**src/rtl/tdes_pkg.sv**
```systemverilog
// Shared DES tables, FSM state type and bit-level helper functions for the tdes core.
// Bit numbering follows FIPS 46-3: bit 1 is the MSB of every vector.
package tdes_pkg;

  typedef enum logic {ST_IDLE, ST_BUSY} state_t;

  localparam int unsigned IP_T [64] = '{
    58,50,42,34,26,18,10,2, 60,52,44,36,28,20,12,4, 62,54,46,38,30,22,14,6, 64,56,48,40,32,24,16,8,
    57,49,41,33,25,17,9,1,  59,51,43,35,27,19,11,3, 61,53,45,37,29,21,13,5, 63,55,47,39,31,23,15,7};
  localparam int unsigned FP_T [64] = '{
    40,8,48,16,56,24,64,32, 39,7,47,15,55,23,63,31, 38,6,46,14,54,22,62,30, 37,5,45,13,53,21,61,29,
    36,4,44,12,52,20,60,28, 35,3,43,11,51,19,59,27, 34,2,42,10,50,18,58,26, 33,1,41,9,49,17,57,25};
  localparam int unsigned E_T [48] = '{
    32,1,2,3,4,5, 4,5,6,7,8,9, 8,9,10,11,12,13, 12,13,14,15,16,17,
    16,17,18,19,20,21, 20,21,22,23,24,25, 24,25,26,27,28,29, 28,29,30,31,32,1};
  localparam int unsigned P_T [32] = '{
    16,7,20,21,29,12,28,17, 1,15,23,26,5,18,31,10, 2,8,24,14,32,27,3,9, 19,13,30,6,22,11,4,25};
  localparam int unsigned PC1_T [56] = '{
    57,49,41,33,25,17,9, 1,58,50,42,34,26,18, 10,2,59,51,43,35,27, 19,11,3,60,52,44,36,
    63,55,47,39,31,23,15, 7,62,54,46,38,30,22, 14,6,61,53,45,37,29, 21,13,5,28,20,12,4};
  localparam int unsigned PC2_T [48] = '{
    14,17,11,24,1,5, 3,28,15,6,21,10, 23,19,12,4,26,8, 16,7,27,20,13,2,
    41,52,31,37,47,55, 30,40,51,45,33,48, 44,49,39,56,34,53, 46,42,50,36,29,32};
  // LSH_T: left rotate before each encrypt round; RSH_T: right rotate before each decrypt round
  localparam int unsigned LSH_T [16] = '{1,1,2,2,2,2,2,2,1,2,2,2,2,2,2,1};
  localparam int unsigned RSH_T [16] = '{0,1,2,2,2,2,2,2,1,2,2,2,2,2,2,1};

  localparam int unsigned SBOX [8][64] = '{
    '{14,4,13,1,2,15,11,8,3,10,6,12,5,9,0,7,     0,15,7,4,14,2,13,1,10,6,12,11,9,5,3,8,
      4,1,14,8,13,6,2,11,15,12,9,7,3,10,5,0,     15,12,8,2,4,9,1,7,5,11,3,14,10,0,6,13},
    '{15,1,8,14,6,11,3,4,9,7,2,13,12,0,5,10,     3,13,4,7,15,2,8,14,12,0,1,10,6,9,11,5,
      0,14,7,11,10,4,13,1,5,8,12,6,9,3,2,15,     13,8,10,1,3,15,4,2,11,6,7,12,0,5,14,9},
    '{10,0,9,14,6,3,15,5,1,13,12,7,11,4,2,8,     13,7,0,9,3,4,6,10,2,8,5,14,12,11,15,1,
      13,6,4,9,8,15,3,0,11,1,2,12,5,10,14,7,     1,10,13,0,6,9,8,7,4,15,14,3,11,5,2,12},
    '{7,13,14,3,0,6,9,10,1,2,8,5,11,12,4,15,     13,8,11,5,6,15,0,3,4,7,2,12,1,10,14,9,
      10,6,9,0,12,11,7,13,15,1,3,14,5,2,8,4,     3,15,0,6,10,1,13,8,9,4,5,11,12,7,2,14},
    '{2,12,4,1,7,10,11,6,8,5,3,15,13,0,14,9,     14,11,2,12,4,7,13,1,5,0,15,10,3,9,8,6,
      4,2,1,11,10,13,7,8,15,9,12,5,6,3,0,14,     11,8,12,7,1,14,2,13,6,15,0,9,10,4,5,3},
    '{12,1,10,15,9,2,6,8,0,13,3,4,14,7,5,11,     10,15,4,2,7,12,9,5,6,1,13,14,0,11,3,8,
      9,14,15,5,2,8,12,3,7,0,4,10,1,13,11,6,     4,3,2,12,9,5,15,10,11,14,1,7,6,0,8,13},
    '{4,11,2,14,15,0,8,13,3,12,9,7,5,10,6,1,     13,0,11,7,4,9,1,10,14,3,5,12,2,15,8,6,
      1,4,11,13,12,3,7,14,10,15,6,8,0,5,9,2,     6,11,13,8,1,4,10,7,9,5,0,15,14,2,3,12},
    '{13,2,8,4,6,15,11,1,10,9,3,14,5,0,12,7,     1,15,13,8,10,3,7,4,12,5,6,11,0,14,9,2,
      7,11,4,1,9,12,14,2,0,6,10,13,15,3,5,8,     2,1,14,7,4,10,8,13,15,12,9,0,3,5,6,11}};

  function automatic logic [1:64] ip(input logic [1:64] v);
    logic [1:64] o;
    for (int unsigned i = 1; i <= 64; i++) o[i] = v[IP_T[i-1]];
    return o;
  endfunction

  function automatic logic [1:64] fp(input logic [1:64] v);
    logic [1:64] o;
    for (int unsigned i = 1; i <= 64; i++) o[i] = v[FP_T[i-1]];
    return o;
  endfunction

  function automatic logic [1:56] pc1(input logic [1:64] key);
    logic [1:56] o;
    for (int unsigned i = 1; i <= 56; i++) o[i] = key[PC1_T[i-1]];
    return o;
  endfunction

  function automatic logic [1:48] pc2(input logic [1:56] cd);
    logic [1:48] o;
    for (int unsigned i = 1; i <= 48; i++) o[i] = cd[PC2_T[i-1]];
    return o;
  endfunction

  function automatic logic [1:28] rot(input logic [1:28] v, input logic left, input int unsigned n);
    logic [1:28] o;
    o = v;
    if (n == 1)      o = left ? {v[2:28], v[1]}   : {v[28], v[1:27]};
    else if (n == 2) o = left ? {v[3:28], v[1:2]} : {v[27:28], v[1:26]};
    return o;
  endfunction

  function automatic logic [1:32] f(input logic [1:32] r, input logic [1:48] k);
    logic [1:48] x;
    logic [1:32] s, o;
    logic [1:6]  b;
    for (int unsigned i = 1; i <= 48; i++) x[i] = r[E_T[i-1]];
    x = x ^ k;
    // S-box address: row = outer bits {b1,b6}, column = inner bits b2..b5
    for (int unsigned j = 0; j < 8; j++) begin
      b = x[j*6+1 +: 6];
      s[j*4+1 +: 4] = 4'(SBOX[j][{b[1], b[6], b[2:5]}]);
    end
    for (int unsigned i = 1; i <= 32; i++) o[i] = s[P_T[i-1]];
    return o;
  endfunction

endpackage

```
**src/rtl/des_round.sv**
```systemverilog
// Combinational single DES Feistel round.
module des_round
  import tdes_pkg::*;
(
  input  logic [1:32] l,
  input  logic [1:32] r,
  input  logic [1:48] k,
  output logic [1:32] l_next,
  output logic [1:32] r_next
);

  always_comb begin
    l_next = r;
    r_next = l ^ f(r, k);
  end

endmodule

```
**src/rtl/tdes.sv**
```systemverilog
// Iterative Triple-DES core: one Feistel round per enabled clock, 48 rounds per block.
module tdes
  import tdes_pkg::*;
(
  input  logic        CLK,
  input  logic        RST,
  input  logic        EN,
  input  logic [1:64] Din,
  input  logic [1:64] Key1,
  input  logic [1:64] Key2,
  input  logic [1:64] Key3,
  input  logic        Krdy,
  input  logic        Drdy,
  input  logic        ENC,
  output logic [1:64] Dout,
  output logic        BSY,
  output logic        Dvld
);

  state_t      state, state_nx;
  logic [5:0]  cnt;
  logic [1:0]  stage;
  logic [3:0]  rnd;
  logic        enc, stage_enc, last;
  logic [1:64] k1, k2, k3, start_key, next_key;
  logic [1:28] c, d, c_cur, d_cur;
  logic [1:32] l, r, l_nx, r_nx;
  logic [1:48] subkey;

  des_round u_round (
    .l      (l),
    .r      (r),
    .k      (subkey),
    .l_next (l_nx),
    .r_next (r_nx)
  );

  always_ff @(posedge CLK) begin
    if (RST)     state <= ST_IDLE;
    else if (EN) state <= state_nx;
  end

  always_comb begin
    state_nx = state;
    case (state)
      ST_IDLE: if (Drdy) state_nx = ST_BUSY;
      ST_BUSY: if (last) state_nx = ST_IDLE;
      default: state_nx = ST_IDLE;
    endcase
  end

  always_comb begin
    BSY = (state == ST_BUSY);
  end

  // Stage 1 always runs the opposite direction of the requested operation.
  always_comb begin
    stage     = cnt[5:4];
    rnd       = cnt[3:0];
    last      = (cnt == 6'd47);
    stage_enc = enc ^ (stage == 2'd1);
    start_key = ENC ? (Krdy ? Key1 : k1) : (Krdy ? Key3 : k3);
    case (stage)
      2'd0:    next_key = k2;
      2'd1:    next_key = enc ? k3 : k1;
      default: next_key = k2;
    endcase
    c_cur  = rot(c, stage_enc, stage_enc ? LSH_T[rnd] : RSH_T[rnd]);
    d_cur  = rot(d, stage_enc, stage_enc ? LSH_T[rnd] : RSH_T[rnd]);
    subkey = pc2({c_cur, d_cur});
  end

  always_ff @(posedge CLK) begin
    if (RST) begin
      k1   <= '0;
      k2   <= '0;
      k3   <= '0;
      enc  <= 1'b0;
      cnt  <= '0;
      l    <= '0;
      r    <= '0;
      c    <= '0;
      d    <= '0;
      Dout <= '0;
      Dvld <= 1'b0;
    end else if (EN) begin
      Dvld <= 1'b0;
      if (!BSY) begin
        if (Krdy) begin
          k1 <= Key1;
          k2 <= Key2;
          k3 <= Key3;
        end
        if (Drdy) begin
          {l, r} <= ip(Din);
          {c, d} <= pc1(start_key);
          enc    <= ENC;
          cnt    <= '0;
        end
      end else if (last) begin
        Dout <= fp({r_nx, l_nx});
        Dvld <= 1'b1;
        cnt  <= '0;
      end else begin
        cnt <= cnt + 6'd1;
        // Swap at stage end cancels the DES final swap; FP/IP between stages is an identity.
        if (rnd == 4'd15) begin
          {l, r} <= {r_nx, l_nx};
          {c, d} <= pc1(next_key);
        end else begin
          {l, r} <= {l_nx, r_nx};
          {c, d} <= {c_cur, d_cur};
        end
      end
    end
  end

endmodule

```
**config.mk**
```make
export PLATFORM = sky130hd
export DESIGN_NAME = tdes
export DESIGN_NICKNAME = d
export VERILOG_FILES = /design/src/rtl/tdes_pkg.sv /design/src/rtl/des_round.sv /design/src/rtl/tdes.sv
export SDC_FILE = /design/constraint.sdc
export NUM_CORES = 1
export LEC_CHECK = 0
export ABC_AREA = 1
export BUFFER_PORTS_ARGS = -buffer_cell sky130_fd_sc_hd__buf_2
export CORE_MARGIN = 1
export CORE_UTILIZATION = 45
export CTS_BUF_LIST = sky130_fd_sc_hd__clkbuf_8
export CTS_CLUSTER_SIZE = 16
export DETAILED_ROUTE_END_ITERATION = 8
export PLACE_DENSITY = 0.76
export SETUP_SLACK_MARGIN = 0.15
export SYNTH_ARGS = -nofsm -noshare
export SYNTH_HDL_FRONTEND = slang
export SYNTH_SLANG_ARGS = --single-unit
```
**constraint.sdc**
```tcl
create_clock -name CLK -period 3.85 [get_ports CLK]
set_clock_uncertainty 0.15 [all_clocks]
set_input_delay 0.1925 -clock CLK [delete_from_list [all_inputs] [get_ports CLK]]
set_output_delay 0.1925 -clock CLK [all_outputs]
set_load 0.05 [all_outputs]
```
==> results.md <==
Outcome:
- The run finished with clean final reports.

Layout:
- The area added between synthesis and finish is 27.8%.
- The most frequent standard cell in the layout excluding fill and tap cells is sky130_fd_sc_hd__nand2_1.
- Leaving out fill and tap cells, the most frequent cells in the layout are sky130_fd_sc_hd__nand2_1 (1159), sky130_fd_sc_hd__nand3_1 (615), sky130_fd_sc_hd__o21ai_0 (450).
- The final non-filler cell area is 32000 um2.
- In the final layout, the share of cells above drive strength 1 is 0.136.
- The number of non-filler instances in the completed layout is 5394.
- The net total in the final layout is 4920.

Critical path:
- The critical path arrival is 3.89 ns.
- The critical path ends at r[27]$_SDFFE_PP0P_.
- The worst reg-to-reg setup slack is 0.37 ns.
- The worst setup path is of the reg2reg kind.
- The type of destination of the critical path is a flop.
- The endpoint identified for the worst register-to-register timing path is r[27]$_SDFFE_PP0P_.
- The type of element launching the critical path is a flop.
- The required time reported for the critical path endpoint is 4.26 ns.
- The number of cells traversed by the worst register-to-register path is 21.
- The start of the worst register-to-register path is cnt[1]$_SDFFE_PP0P_.
- The launching element of the worst setup path is cnt[1]$_SDFFE_PP0P_.
- Along the worst path, the maximum fanout reaches 15.

Pwr:
- For this design the ratio of total power to cell area is 415 nW/um2.
- The leakage component of the power is 14.6 nW.
- IR analysis of the VDD net gives a maximum drop of 0.266 mV.
- The design draws 13.3 mW.

Routing:
- After detailed routing, the average wire length per cell comes to 20.8 um.
- Using the TritonRoute via totals, the vias-per-cell ratio works out to 5.92.
- The final routed DRC violation total is 0.
- The violation count after the first detailed-routing iteration is 4101.
- The total via count after detailed routing is 31916.
- The total length of routed wires is 112000 um.
- The total iterations of the first detailed-routing run is 7.
- The number of nets with antenna violations after routing is 0.

Floorplanning:
- For this configuration, the core starts out at a cell density of 0.455.
- The horizontal extent of the die is 238 um.
- The I/O pin count is 328.
- After floorplanning, the core was sized to cover 55100 um2.
- The die extent in y is 238 um.
- The floorplan has 86 rows.
- The floorplan step defined a die boundary enclosing 56600 um2.

GRT:
- The number of global-route vias before repair is 29305.
- The global-route wire length before repair is 170000 um.
- For this run, the total global-route usage over all layers was measured as 0.381.
- The pin count of the biggest net entering global routing is 132.
- The number of antenna violations at the first check in global routing is 4.
- Global routing finished with a remaining overflow of 0.

Clocking:
- Counting the buffers created by CTS gives 61.
- The number of buffers on the longest clock path is 3.
- The clock transition at the registers of the reported paths is 0.06 ns.
- In this run the clock root is driven by a sky130_fd_sc_hd__clkbuf_8.
- The clock sink count is 361.
- The number of H-tree levels is 2.
- Clock latency on the worst-skew pair, taken at its later pin, is 0.73 ns.
- The TritonCTS clock tree is done.

Placed design:
- Input and output buffers added on the ports amount to 303.
- After detailed placement, the total cell area comes to 27200 um2.
- The placed instance count is 4967.
- The final RePlAce weighted congestion is 1.02.
- The detailed placer's ending HPWL is 73800 um.

Yosys:
- After synthesis the netlist holds a flip-flop and latch count of 361.
- Each instance of the synthesized netlist takes up on average 6.14 um2.
- Counting every instance in the synthesized netlist gives 4082.
- The portion of the post-synthesis area used by sequential elements is 0.288.
- During synthesis, Yosys emitted a total of 0 warnings.
- Yosys mapped a number of flops with a built-in enable equal to 0.
- The most used flip-flop cell after synthesis is sky130_fd_sc_hd__dfxtp_1.
- The synthesized cell area is 25100 um2.
- The proportion of synthesized flip-flops having asynchronous set or reset is 0.
- The synthesized netlist net count is 4409.
- The synthesized netlist contains 41 unique library cells.

STA:
- In this run the tightest slew margin relative to its limit is 0.197.
- Setup violations remaining at the end of the flow were counted as 0.
- After routing, the total negative slack on setup checks comes to 0 ns.
- Final hold analysis gives a worst-case slack of 0.0619 ns.
- At the pin with the least slew margin, the transition time is 1.20 ns.
- The number of max-slew violations in the final report was 0.
- The minimum clock period is 3.48 ns.
- In the finished design, the share of the clock period the worst path needs comes to 0.904.
- Setup repair after global routing could not meet its margin everywhere.
- The count of final hold-check violations is 0.
- Based on the critical path, the design can be clocked at up to 0.287 GHz.

Flow run:
- The tool flagged a number of max-cap violations equal to 0.

Hold path:
- In this run the worst hold path is classified as in2reg.
==> per-layer routing <==
metal / vias to the layer above / track usage / part of all wire
met4: 0 / 0.208 / 0.060
met5: - / 0 / 0
met2: 2155 / 0.587 / 0.43
met1: 14597 / 0.506 / 0.40
met3: 410 / 0.0662 / 0.10
li1: 14754 / - / -
==> cell usage after synthesis, types with 2 or more instances <==
cell	count	share of area
sky130_fd_sc_hd__a211oi_1	16	0.0048
sky130_fd_sc_hd__or2_1	2	0.00050
sky130_fd_sc_hd__dfxtp_1	361	0.29
sky130_fd_sc_hd__clkbuf_1	187	0.028
sky130_fd_sc_hd__a21oi_1	341	0.068
sky130_fd_sc_hd__or2_2	4	0.0010
sky130_fd_sc_hd__nand3b_1	2	0.00060
sky130_fd_sc_hd__nand2_2	24	0.0060
sky130_fd_sc_hd__a221oi_1	37	0.013
sky130_fd_sc_hd__nand2_4	4	0.0018
sky130_fd_sc_hd__a31oi_2	3	0.0015
sky130_fd_sc_hd__inv_2	20	0.0030
sky130_fd_sc_hd__nor2_1	104	0.016
sky130_fd_sc_hd__a41oi_1	11	0.0038
sky130_fd_sc_hd__buf_4	25	0.0075
sky130_fd_sc_hd__a31oi_1	62	0.015
sky130_fd_sc_hd__ha_1	65	0.032
sky130_fd_sc_hd__nand3_2	3	0.0012
sky130_fd_sc_hd__inv_1	351	0.053
sky130_fd_sc_hd__buf_6	8	0.0036
sky130_fd_sc_hd__o21ai_1	8	0.0016
sky130_fd_sc_hd__xor2_2	11	0.0071
sky130_fd_sc_hd__o211ai_1	57	0.017
sky130_fd_sc_hd__o21ai_0	451	0.090
sky130_fd_sc_hd__o21ai_2	2	0.00070
sky130_fd_sc_hd__a22oi_1	3	0.00090
sky130_fd_sc_hd__buf_1	10	0.0015
sky130_fd_sc_hd__buf_2	31	0.0062
sky130_fd_sc_hd__nand2_1	1187	0.18
sky130_fd_sc_hd__a22o_1	32	0.011
sky130_fd_sc_hd__nor3_1	2	0.00040
sky130_fd_sc_hd__xor2_1	4	0.0014
sky130_fd_sc_hd__mux2i_1	17	0.0068
sky130_fd_sc_hd__nand3_1	630	0.13
==> power by group <==
group,internal [mW],switching (mW)
Sequential,3.98,0.203
Combinational,1.81,3.55
Clock,2.00,1.76
==> timing repair <==
item                                   4_1_cts  5_1_grt
gates resized for setup                      0       70
hold buffers                               306        0
buffers inserted                             0        2
setup endpoints to repair                    0       95
endpoints found under the hold margin      296        0
==> how the worst min path moves through the flow <==
stage                         start                   end  cells after the start
3_3_place_gp   Dout[9]$_SDFFE_PP0P_  Dout[9]$_SDFFE_PP0P_                      2
6_report                       Krdy   k3[59]$_SDFFE_PP0P_                      5
2_1_floorplan                    EN   cnt[1]$_SDFFE_PP0P_                      2
3_5_place_dp   Dout[7]$_SDFFE_PP0P_  Dout[7]$_SDFFE_PP0P_                      2
4_1_cts                        Krdy    k3[4]$_SDFFE_PP0P_                      5
5_1_grt                         ENC    d[11]$_SDFFE_PP0P_                      5
==> stage by stage <==
step	setup WS, ns	utilization
2_1_floorplan	0.673	-
3_3_place_gp	0.325	0.494
3_5_place_dp	0.260	0.494
4_1_cts	0.199	0.574
5_1_grt	0.132	0.581
6_report	0.368	0.581
==> cells by family (layout without fill, tap and decap cells) <==
| family | Yosys count | after routing | share of synthesized area |
|---|---|---|---|
| compound gates | 1025 | 1025 | 0.229 |
| xor+xnor | 16 | 16 | 0.00889 |
| fa+ha+maj | 65 | 65 | 0.0325 |
| buf+inv | 632 | 1191 | 0.102 |
| flops | 361 | 361 | 0.288 |
| mux | 17 | 17 | 0.00679 |
| other cells | 0 | 5 | 0 |
| simple gates | 1966 | 1966 | 0.332 |
==> layout make-up <==
| type | count | area (um2) |
|---|---|---|
| tap | 748 | 936 |
| clock buffer | 76 | 1050 |
| multi-input combinational | 3089 | 15600 |
| antenna | 5 | 12.5 |
| timing repair buffer | 709 | 5570 |
| sequential | 361 | 7230 |
| fill | 5208 | 23100 |
| clock inverter | 35 | 263 |
| inverter | 371 | 1400 |
==> registers in the layout, summed over array words and instances, names as in the netlist <==
register  count
Dout         64
k1           56
k2           56
k3           56
l            32
r            32
c            28
d            28
cnt           6
BSY           1
Dvld          1
enc           1
==> critical path, stage by stage, from the launching register on <==
cell and delay, ns:
sky130_fd_sc_hd__dfxtp_2 0.37, sky130_fd_sc_hd__inv_1 0.08, sky130_fd_sc_hd__ha_1 0.19, sky130_fd_sc_hd__nand3_2 0.11, sky130_fd_sc_hd__nand2_2 0.10, sky130_fd_sc_hd__o22ai_4 0.27
sky130_fd_sc_hd__buf_12 0.16, sky130_fd_sc_hd__clkbuf_16 0.17, sky130_fd_sc_hd__nand3_1 0.15, sky130_fd_sc_hd__nand2_1 0.14, sky130_fd_sc_hd__nand2_1 0.08, sky130_fd_sc_hd__nand2_1 0.09
sky130_fd_sc_hd__ha_1 0.27, sky130_fd_sc_hd__nand3b_1 0.23, sky130_fd_sc_hd__nand3_1 0.14, sky130_fd_sc_hd__nand3_1 0.09, sky130_fd_sc_hd__nand3_1 0.13, sky130_fd_sc_hd__nand2_1 0.07
sky130_fd_sc_hd__nand2_1 0.08, sky130_fd_sc_hd__nand3_1 0.07, sky130_fd_sc_hd__nand2_1 0.10, sky130_fd_sc_hd__a21oi_1 0.06
Power figures use the tool's default switching activity.
